--- config.mk ---
export PLATFORM = sky130hd
export DESIGN_NAME = cellrv32_bus_responder
export DESIGN_NICKNAME = d
export VERILOG_FILES = /design/src/rtl/cellrv32_bus_responder.sv
export SDC_FILE = /design/constraint.sdc
export NUM_CORES = 1
export LEC_CHECK = 0
export BUFFER_PORTS_ARGS = -buffer_cell sky130_fd_sc_hd__buf_2
export CELL_PAD_IN_SITES_DETAIL_PLACEMENT = 1
export CELL_PAD_IN_SITES_GLOBAL_PLACEMENT = 2
export CORE_AREA = 10 10 126 128
export DETAILED_ROUTE_END_ITERATION = 6
export DIE_AREA = 0 0 136 138
export PLACE_DENSITY = 0.73
export SYNTH_ARGS = -nofsm -noshare
export SYNTH_HDL_FRONTEND = slang
export SYNTH_SLANG_ARGS = --single-unit
--- constraint.sdc ---
create_clock -name clk_i -period 1.79 [get_ports clk_i]
set_input_delay 0.0895 -clock clk_i [delete_from_list [all_inputs] [get_ports clk_i]]
set_output_delay 0.0895 -clock clk_i [all_outputs]
set_load 0.005 [all_outputs]
--- src/rtl/cellrv32_bus_responder.sv ---
// cellrv32_bus_responder: bus-window responder bridging single-cycle ack/err
// bus handshakes to a slow, multi-cycle device port.
// Optional feature: `define CELLRV32_BUS_RESPONDER_TIMEOUT_EN enables the
// internal response deadline (RESP_LIMIT); without it BUSY waits on dev_rdy_i.
module cellrv32_bus_responder #(
  parameter logic [31:0] BASE_ADDR  = 32'hFFFF_FE00,
  parameter int unsigned ADDR_BITS  = 6,
  parameter int unsigned RESP_LIMIT = 8
) (
  input  logic                 clk_i,
  input  logic                 rst_i,
  input  logic [31:0]          addr_i,
  input  logic                 rden_i,
  input  logic                 wren_i,
  input  logic [31:0]          data_i,
  output logic [31:0]          data_o,
  output logic                 ack_o,
  output logic                 err_o,
  output logic                 dev_req_o,
  output logic                 dev_we_o,
  output logic [ADDR_BITS-1:0] dev_addr_o,
  output logic [31:0]          dev_wdata_o,
  input  logic [31:0]          dev_rdata_i,
  input  logic                 dev_rdy_i,
  input  logic                 dev_err_i
);

  if (RESP_LIMIT < 1) begin : g_bad_limit
    $error("cellrv32_bus_responder: RESP_LIMIT must be at least 1");
  end

  typedef enum logic [1:0] {
    S_IDLE,
    S_BUSY,
    S_RESP
  } state_t;

  state_t                r_state;
  logic                  r_we;
  logic [ADDR_BITS-1:0]  r_addr;
  logic [31:0]           r_wdata;
  logic                  r_req;
  logic                  r_ack;
  logic                  r_err;
  logic [31:0]           r_rdata;

  logic                  w_hit;
  logic                  w_accept;
  logic                  w_expired;

  assign w_hit    = (addr_i[31:ADDR_BITS] == BASE_ADDR[31:ADDR_BITS]);
  assign w_accept = (rden_i | wren_i) & w_hit;

`ifdef CELLRV32_BUS_RESPONDER_TIMEOUT_EN
  localparam int unsigned CNT_W = $clog2(RESP_LIMIT + 1);

  logic [CNT_W-1:0] r_cnt;

  assign w_expired = (r_cnt == '0);

  // deadline counter: loaded on acceptance, counts down only while nonzero
  always_ff @(posedge clk_i) begin
    if (rst_i) begin
      r_cnt <= '0;
    end else if ((r_state == S_IDLE) && w_accept) begin
      r_cnt <= CNT_W'(RESP_LIMIT - 1);
    end else if ((r_state == S_BUSY) && !dev_rdy_i && (r_cnt != '0)) begin
      r_cnt <= r_cnt - CNT_W'(1);
    end
  end
`else
  assign w_expired = 1'b0;
`endif

  // access FSM; the response pulse and read data are registered on the
  // BUSY->RESP transition so they are visible exactly during RESP
  always_ff @(posedge clk_i) begin
    if (rst_i) begin
      r_state <= S_IDLE;
      r_we    <= 1'b0;
      r_addr  <= '0;
      r_wdata <= '0;
      r_req   <= 1'b0;
      r_ack   <= 1'b0;
      r_err   <= 1'b0;
      r_rdata <= '0;
    end else begin
      r_ack   <= 1'b0;
      r_err   <= 1'b0;
      r_rdata <= '0;
      unique case (r_state)
        S_IDLE: begin
          if (w_accept) begin
            r_we    <= wren_i;
            r_addr  <= addr_i[ADDR_BITS-1:0];
            r_wdata <= data_i;
            r_req   <= 1'b1;
            r_state <= S_BUSY;
          end
        end
        S_BUSY: begin
          if (dev_rdy_i) begin
            r_req   <= 1'b0;
            r_ack   <= ~dev_err_i;
            r_err   <= dev_err_i;
            r_rdata <= (!r_we && !dev_err_i) ? dev_rdata_i : '0;
            r_state <= S_RESP;
          end else if (w_expired) begin
            r_req   <= 1'b0;
            r_err   <= 1'b1;
            r_state <= S_RESP;
          end
        end
        S_RESP: begin
          r_state <= S_IDLE;
        end
        default: begin
          r_state <= S_IDLE;
        end
      endcase
    end
  end

  assign data_o      = r_rdata;
  assign ack_o       = r_ack;
  assign err_o       = r_err;
  assign dev_req_o   = r_req;
  assign dev_we_o    = r_we;
  assign dev_addr_o  = r_addr;
  assign dev_wdata_o = r_wdata;

endmodule
==> results of run 1 <==
worst paths after layout:
check,startpoint,to,slack [ns],depth (start not counted)
max,r_state[0]$_SDFFE_PP0P_,dev_wdata_o[1]$_SDFFE_PP0P_,0.04,6
min,addr_i[4],dev_addr_o[4]$_SDFFE_PP0P_,0.02,3
max reg2reg,r_state[0]$_SDFFE_PP0P_,dev_wdata_o[1]$_SDFFE_PP0P_,0.04,6
min reg2reg,dev_req_o$_SDFFE_PP0P_,dev_req_o$_SDFFE_PP0P_,0.46,2
final cells by class:
cell class	count	area (sq um)	share of cell area
Sequential cell	76	1523	0.3287
Clock inverter	4	25.02	0.005402
Clock buffer	11	252.7	0.05457
Multi-Input combinational cell	170	1145	0.2472
Tap cell	180	225.2	0.04862
Timing Repair Buffer	226	1461	0.3155
registers in the layout, indices dropped and copies added (netlist names):
register	cells
dev_addr_o	6
dev_req_o	1
data_o	32
dev_we_o	1
err_o	1
dev_wdata_o	32
r_state	2
ack_o	1
kinds of logic after synthesis:
logic type / share of synthesized area
flip-flops: 0.5537
buffers and inverters: 0.03962
AO/OA/AOI/OAI: 0.07468
AND/OR/NAND/NOR: 0.3320
critical path, stage by stage, from the launching register on:
cell	delay, ns
dfxtp_1	0.31
or4b_4	0.52
nor4_4	0.28
buf_6	0.20
clkbuf_16	0.18
nand4b_1	0.10
o21ai_1	0.09
power by group through the flow:
stage / combinational (mW) / clock, mW / sequential (mW)
floorplan: 0.0468 / 0 / 1.73
global placement: 0.167 / 0 / 1.73
detailed placement: 0.170 / 0 / 1.73
CTS: 0.229 / 1.76 / 1.69
global route: 0.251 / 1.84 / 1.69
finish: 0.230 / 1.69 / 1.69
metal layers:
metal  routed length (um)  up-vias
met5                    0        -
met4                  123        0
met3                 1378       11
met2                 5465      123
met1                 4547     1357
li1                     -     1366
stage by stage:
stage	hold WS, ns	util
6_report	0.02339	0.3430
5_1_grt	0.02623	0.3430
4_1_cts	0.004496	0.3370
3_5_place_dp	0.2930	0.2874
3_3_place_gp	0.2907	0.2874
2_1_floorplan	0.1688	-
synth_stat cells:
cell type	number	area [sq um]
nand4b_1	39	341.6
nor4_1	2	12.51
nor4_2	1	12.51
nand3b_1	1	7.510
o21ai_0	29	145.1
buf_4	1	7.510
o21ai_1	10	50.05
clkbuf_2	2	10.01
nand2b_1	39	244.0
nor3_1	1	5.000
buf_6	1	11.26
dfxtp_1	76	1521
and2_1	34	212.7
or4b_1	1	10.01
buf_2	4	20.02
clkbuf_1	16	60.06
nand2_1	2	7.510
nand4bb_1	1	11.26
a21oi_1	2	10.01
nor2_1	2	7.510
nand4_1	5	31.28
or3b_2	1	8.760
repair_timing:
action / 4_1_cts / 5_1_grt
hold endpoints to repair: 35 / 0
buffers inserted: 2 / 0
gates cloned: 1 / 3
resized for setup: 1 / 12
hold buffers: 34 / 0
pin swaps: 1 / 3
setup endpoints to repair: 38 / 18
cells in the final DEF, fill, tap and decap left out:
cell type	n
buf_2	175
dfxtp_1	75
nand2b_1	39
nand4b_1	39
dlygate4sd3_1	34
and2_1	33
o21ai_0	22
o21ai_1	17
clkbuf_16	12
buf_4	8
nand4_1	5
buf_12	3
nor2_1	2
nor4_2	2
nand2_1	2
a21oi_1	2
clkbuf_8	2
clkinv_2	2
clkinvlp_4	2
buf_6	2
or4b_4	1
nor4_4	1
nand4bb_1	1
and2_4	1
or3b_2	1
nand3b_1	1
nor3_1	1
buf_16	1
dfxtp_2	1
==> qor.txt, run 1 <==
Root Buffer: clkbuf_16
Power Dens Cells: 780.6 nW/um^2
Post-synth cell types: 22
CTS sink count: 76
Crit path launch type: flop
CTS H-tree lvls: 3
Clock buffer depth: 2
Setup TNS: 0 ns
Slew @ Worst Pin: 0.3860 ns
Post-DP Area: 3881 sq um
Hold/Removal Path Class: in2reg
Largest net degree at the start of global routing: 60
Synth warnings: 0
Clock share of power: 0.469
Pre-antenna DRT Iters: 4
Worst-path clk slew: 0.06 ns
Mapped Cells: 270
Worst EP required: 2.06 ns
P_leak: 2.113 nW
Net Sw Power: 0.7649 mW
First-pass GRT wire length: 17.28 mm
RSZ-0062 raised after global routing: yes
FP Rows: 43
Chip Width: 136 um
CP Data Arrival Time: 2.02 ns
Fin nets: 585
Sequential area share after synthesis: 0.5537
Vias per cell: 4.283
Via count: 2857
Fill count: 1564
Top Ports: 176
Worst skew pair latency: 0.33 ns
Number of global-route vias before repair: 3131
Final min period: 1.749 ns
Core ar.: 13500 sq um
IO buf count: 175
Final Cell Area: 4632 sq um
Max Fanout on Critical Path: 8
Die area: 18770 sq um
Synth Area per Inst: 10.18 sq um
Met1 Use GR: 0.1222
DR WL/cell: 17.26 um
Initial core utilization: 0.2035
Maxcap violations: 0
Routed wire length: 11.52 mm
Hpwl dp: 8.005 mm
FMAX: 0.5718 GHz
Routability cong.: 0.7381
Placed Instances: 612
Drt initial violations: 90
Cell-internal power: 2.851 mW
Crit path capture type: flop
Skew final: 0.003970 ns
Status: finished, final reports clean
Initial antenna violation count: 0
Total CTS buffers: 9
DRC Markers: 0
Synthesized area: 2748 sq um
#FFs+latches synth: 76
CTS tree: yes
Global router's overall resource usage: 0.1169
Final-report max-slew violation count: 0
Post-synthesis net count: 372
Switching share of power: 0.2115
Total power: 3.616 mW
Die H: 138 um
Rel. slew slack: 0.7406
Peak supply drop: 396.6 uV
DRT antenna net count: 0
Pre-CTS setup slack: -0.05280 ns
Area delta synth->final: 68.58%
Final setup vio count: 0
Combinational fraction of design power: 0.064
GR Layer Usage met2: 0.1876
Hold violation total from the final report: 0
Total global routing overflow: 0
Share of cells above drive strength 1: 0.4394
Grt met3 use: 0.06848
Grt peak-use layer: met2
Register share of total power: 0.468
Tcrit/Tclk final: 0.9770
Non-Filler Instances: 667
PnR worst setup slack: 0.04115 ns
Diodes inserted: 0
Kind of critical path: reg2reg
Note: power is estimated with default switching activity, not from simulation.
==> run 2, diff against run 1 <==
clock period = 1.5 ns   (was 1.79 ns; I/O delays follow)
==> run 2 against run 1 <==
Compared with the run above:
- sequential power is 20% higher
- the run now ends with negative setup slack left
- non-clock buffer count grew 10
- clock skew increased by 0.0043 ns
- setup slack worse by 0.20 ns
- highest routed layer is now met5
==> qor.txt, run 2 (same netlist as run 1, synthesis figures left out) <==
Status: complete, but fails checks
Failing checks: negative setup slack
Share of cells above drive strength 1: 0.4438
Chip Width: 136 um
FMAX: 0.6043 GHz
Crit path capture type: flop
Skew final: 0.008255 ns
Final setup vio count: 41
RSZ-0062 raised after global routing: yes
Slew @ Worst Pin: 0.3370 ns
Max Fanout on Critical Path: 15
Kind of critical path: reg2reg
IO buf count: 175
Final-report max-slew violation count: 0
Final core utilization: 0.3520
Rel. slew slack: 0.7735
Die area: 18770 sq um
Routed wire length: 11.64 mm
Diodes inserted: 0
CP peak stage delay: 0.52 ns
Worst-path clk slew: 0.06 ns
Area delta synth->final: 73.00%
Buf/Inv on CP: 1
CTS tree: yes
Clock buffer depth: 2
P_leak: 2.171 nW
Global router's overall resource usage: 0.1221
Most frequent cells in the layout: 175 x buf_2, 75 x dfxtp_1, 45 x dlygate4sd3_1, 39 x nand2b_1, 39 x nand4b_1
Vias per cell: 4.232
Net Sw Power: 0.9593 mW
Hold/Removal Path Class: in2reg
Placed Instances: 614
Cell Chain, Critical Path: or4b_4 -> nor4_4 -> and2_4 -> buf_12 -> o21ai_1
Root Buffer: clkbuf_16
Delay-heaviest family, CP: simple AND/OR/NAND/NOR gates
Largest net degree at the start of global routing: 36
Hold violation total from the final report: 0
DR WL/cell: 17.17 um
Combinational fraction of design power: 0.067
Register share of total power: 0.447
DRT antenna net count: 0
Maxcap violations: 0
Critical path's slowest cell: or4b_4
Via count: 2869
Total global routing overflow: 0
Clock share of power: 0.486
CTS H-tree lvls: 3
Core ar.: 13500 sq um
FP Rows: 43
Worst skew pair latency: 0.33 ns
Die H: 138 um
CP Data Arrival Time: 1.87 ns
Hpwl dp: 8.235 mm
Fin nets: 595
Number of global-route vias before repair: 3269
Power Dens Cells: 949.9 nW/um^2
Initial core utilization: 0.2035
Initial antenna violation count: 1
Pre-antenna DRT Iters: 4
Top Ports: 176
First-pass GRT wire length: 18.17 mm
Cell-internal power: 3.556 mW
PnR worst setup slack: -0.1548 ns
Drt initial violations: 63
Final min period: 1.655 ns
Total CTS buffers: 9
Peak supply drop: 542.7 uV
Routability cong.: 0.7919
Worst EP required: 1.72 ns
DRC Markers: 0
Fill count: 1561
CTS sink count: 76
Tcrit/Tclk final: 1.103
Switching share of power: 0.2125
Crit path launch type: flop
Non-Filler Instances: 678
Most common cell after layout, fill and taps aside: buf_2
-- run 2: cell count changes in the layout (fill, tap and decap cells not counted), moves of 2 or more --
cell	delta
a21oi_1	-2
a21oi_2	+2
clkbuf_16	-2
dlygate4sd3_1	+11
o21ai_0	-22
o21ai_1	+18
o21ai_2	+4
-- run 2: path summary, 6_finish.rpt --
check | start | slack [ns] | cells after the start | to
setup / recovery | r_state[0]$_SDFFE_PP0P_ | -0.15 | 5 | dev_addr_o[4]$_SDFFE_PP0P_
hold reg to reg | dev_addr_o[1]$_SDFFE_PP0P_ | 0.46 | 2 | dev_addr_o[1]$_SDFFE_PP0P_
setup reg to reg | r_state[0]$_SDFFE_PP0P_ | -0.15 | 5 | dev_addr_o[4]$_SDFFE_PP0P_
hold / removal | data_i[6] | 0.006 | 3 | dev_wdata_o[6]$_SDFFE_PP0P_
-- run 2: worst reg2reg max path, stage by stage, from the launching register on --
cell and delay, ns:
dfxtp_2 0.32, or4b_4 0.52, nor4_4 0.19, and2_4 0.26
buf_12 0.15, o21ai_1 0.09
-- run 2: timing repair --
action / CTS / global route
pin swaps: 0 / 2
setup buffers: 1 / 0
hold buffers: 45 / 0
gates cloned: 1 / 1
endpoints found under the setup margin: 41 / 41
resized for setup: 3 / 43
endpoints found under the hold margin: 46 / 0
-- run 2: area by class of cell --
cell class	count	area, sq um	share of cell area
Clock buffer	10	239.0	0.05028
Clock inverter	6	63.81	0.01342
Multi-Input combinational cell	170	1170	0.2461
Sequential cell	76	1523	0.3203
Tap cell	180	225.2	0.04738
Timing Repair Buffer	236	1533	0.3225
-- run 2: metrics by stage --
stage | worst slack (ns) | instance area (sq um) | hold slack [ns] | setup TNS [ns] | power [mW]
floorplan | -0.1034 | 2768 | 0.1543 | -2.449 | 2.121
global placement | -0.1151 | 3879 | 0.2736 | -3.859 | 2.264
detailed placement | -0.2289 | 3879 | 0.2795 | -5.846 | 2.269
CTS | -0.2235 | 4674 | 0.0004941 | -6.517 | 4.577
global route | -0.2494 | 4753 | 0.01930 | -8.142 | 4.718
finish | -0.1548 | 4753 | 0.006169 | -5.069 | 4.515
-- run 2: routing by layer --
layer / GRT usage / vias up / share of wire
met5: 0 / - / 0.0011
met2: 0.1894 / 130 / 0.46
met3: 0.07138 / 14 / 0.13
met1: 0.1336 / 1339 / 0.40
met4: 0.04823 / 2 / 0.017
li1: - / 1384 / -
-- run 2: power groups by stage --
stage               combinational (mW)  clock, mW  sequential, mW
finish                           0.303       2.19            2.02
global route                     0.328       2.37            2.02
CTS                              0.298       2.26            2.02
detailed placement               0.206          0            2.06
global placement                 0.201          0            2.06
floorplan                       0.0585          0            2.06
==> run 3, diff against run 2 <==
==> constraint.sdc (replaced) <==
create_clock -name clk_i -period 1.5 [get_ports clk_i]
set_input_delay 0.15 -clock clk_i [delete_from_list [all_inputs] [get_ports clk_i]]
set_output_delay 0.15 -clock clk_i [all_outputs]
set_load 0.005 [all_outputs]
==> run 3 against run 2 <==
Compared with the run above:
- the flow still finishes with violations (negative setup slack)
- die area did not move
- sequential share of layout area rose by 1.9 points
- critical path depth rose by 1
- global-route usage fell by 0.89 points
- power rose by 1.0%
- wire length fell by 4.8%
- utilization fell by 2.0 points
- flip-flop and latch count did not move
- critical endpoint is now dev_wdata_o[23]$_SDFFE_PP0P_
==> qor.txt, run 3 (same netlist as run 1, synthesis figures left out) <==
Status: complete, but fails checks
Failing checks: negative setup slack
Buf/Inv on CP: 2
Hpwl dp: 8.178 mm
Skew final: 0.007026 ns
Total CTS buffers: 9
Final core utilization: 0.3319
Grt peak-use layer: met2
Met1 Use GR: 0.1279
Final-report max-slew violation count: 0
First-pass GRT wire length: 16.81 mm
Diodes inserted: 0
CP Data Arrival Time: 1.93 ns
Vias per cell: 4.243
DR WL/cell: 17.04 um
Non-Filler Instances: 650
Setup TNS: -5.805 ns
Drt initial violations: 85
DRC Markers: 0
Reg-to-reg slack, setup: -0.17 ns
Final Cell Area: 4482 sq um
Hold/Removal Path Class: in2reg
Pre-antenna DRT Iters: 4
WHS: 0.02214 ns
DRT antenna net count: 0
Worst skew pair latency: 0.33 ns
Chip Width: 136 um
Pre-CTS setup slack: -0.1996 ns
Total global routing overflow: 0
Core ar.: 13500 sq um
Initial antenna violation count: 1
Most frequent cells in the layout: 175 x buf_2, 75 x dfxtp_1, 39 x nand2b_1, 39 x nand4b_1, 33 x and2_1
Die area: 18770 sq um
GR Layer Usage met2: 0.1676
Worst EP required: 1.76 ns
FMAX: 0.5981 GHz
Fill count: 1585
Crit path launch type: flop
Global router's overall resource usage: 0.1133
Grt met3 use: 0.07029
Share of cells above drive strength 1: 0.4681
Largest net degree at the start of global routing: 36
Top Ports: 176
Cell Chain, Critical Path: or4b_4 -> nor4_4 -> buf_4 -> clkbuf_16 -> nand4b_1 -> o21ai_1
Crit path capture type: flop
Die H: 138 um
PnR worst setup slack: -0.1719 ns
Tcrit/Tclk final: 1.115
Routability cong.: 0.7947
Via count: 2758
Most common cell after layout, fill and taps aside: buf_2
Maxcap violations: 0
CTS tree: yes
Area delta synth->final: 63.11%
Root Buffer: clkbuf_16
Post-DP Area: 3879 sq um
P_leak: 2.071 nW
Initial core utilization: 0.2035
Final setup vio count: 41
Max Fanout on Critical Path: 12
Total power: 4.562 mW
Delay-heaviest family, CP: simple AND/OR/NAND/NOR gates
Number of global-route vias before repair: 3068
Slew @ Worst Pin: 0.4011 ns
CTS sink count: 76
Clock buffer depth: 2
Fin nets: 567
CP peak stage delay: 0.52 ns
Worst-path clk slew: 0.06 ns
Kind of critical path: reg2reg
IO buf count: 175
CTS H-tree lvls: 3
Placed Instances: 614
Final min period: 1.672 ns
Power Dens Cells: 1018 nW/um^2
Critical path's slowest cell: or4b_4
Peak supply drop: 504.5 uV
Routed wire length: 11.08 mm
Rel. slew slack: 0.7304
Hold violation total from the final report: 0
RSZ-0062 raised after global routing: yes
FP Rows: 43
## run 3: cell count changes in the layout (fill, tap and decap cells not counted), moves of 2 or more
cell           delta
o21ai_1           -5
o21ai_0           +8
buf_4             +3
dlygate4sd3_1    -31
clkbuf_16         +2
o21ai_2           -3
## run 3: repair_timing
action / 4_1_cts / 5_1_grt
buffers inserted: 2 / 0
pin swaps: 0 / 1
endpoints found under the setup margin: 41 / 41
cloned: 1 / 3
resized for setup: 19 / 15
endpoints found under the hold margin: 14 / 0
hold buffers: 14 / 0
## run 3: power breakdown
part | switching [mW] | leakage (nW) | internal, mW
Sequential | 0.0000000106 | 0.612 | 2.02
Clock | 0.855 | 0.149 | 1.46
Combinational | 0.0771 | 1.31 | 0.155
Total | 0.932 | 2.07 | 3.63
## run 3: area by class of cell
type / count / area [sq um] / area share
clock buffers: 10 / 229.0 / 0.05109
well taps: 180 / 225.2 / 0.05025
clock inverters: 6 / 88.84 / 0.01982
multi-input cells: 170 / 1164 / 0.2596
flip-flops and latches: 76 / 1523 / 0.3398
repair buffers: 208 / 1252 / 0.2795
## run 3: final timing paths
check                                    start  cells after the start                            to
setup / recovery       r_state[0]$_SDFFE_PP0P_                      6  dev_wdata_o[23]$_SDFFE_PP0P_
hold reg to reg   dev_wdata_o[30]$_SDFFE_PP0P_                      2  dev_wdata_o[30]$_SDFFE_PP0P_
setup reg to reg       r_state[0]$_SDFFE_PP0P_                      6  dev_wdata_o[23]$_SDFFE_PP0P_
hold / removal                 dev_rdata_i[14]                      2         data_o[14]$_SDFF_PP0_
## run 3: worst reg2reg max path, delay by kind of cell, from the launching register on
kind	cells	cell delay (ns)
compound gates	1	0.09
simple gates	3	0.81
buf+inv	2	0.38
flops	1	0.32
## run 3: per-layer routing
layer / wire, um / up-vias
met4: 167 / 2
met1: 4489 / 1280
li1: - / 1330
met2: 4931 / 132
met5: 7 / -
met3: 1483 / 14
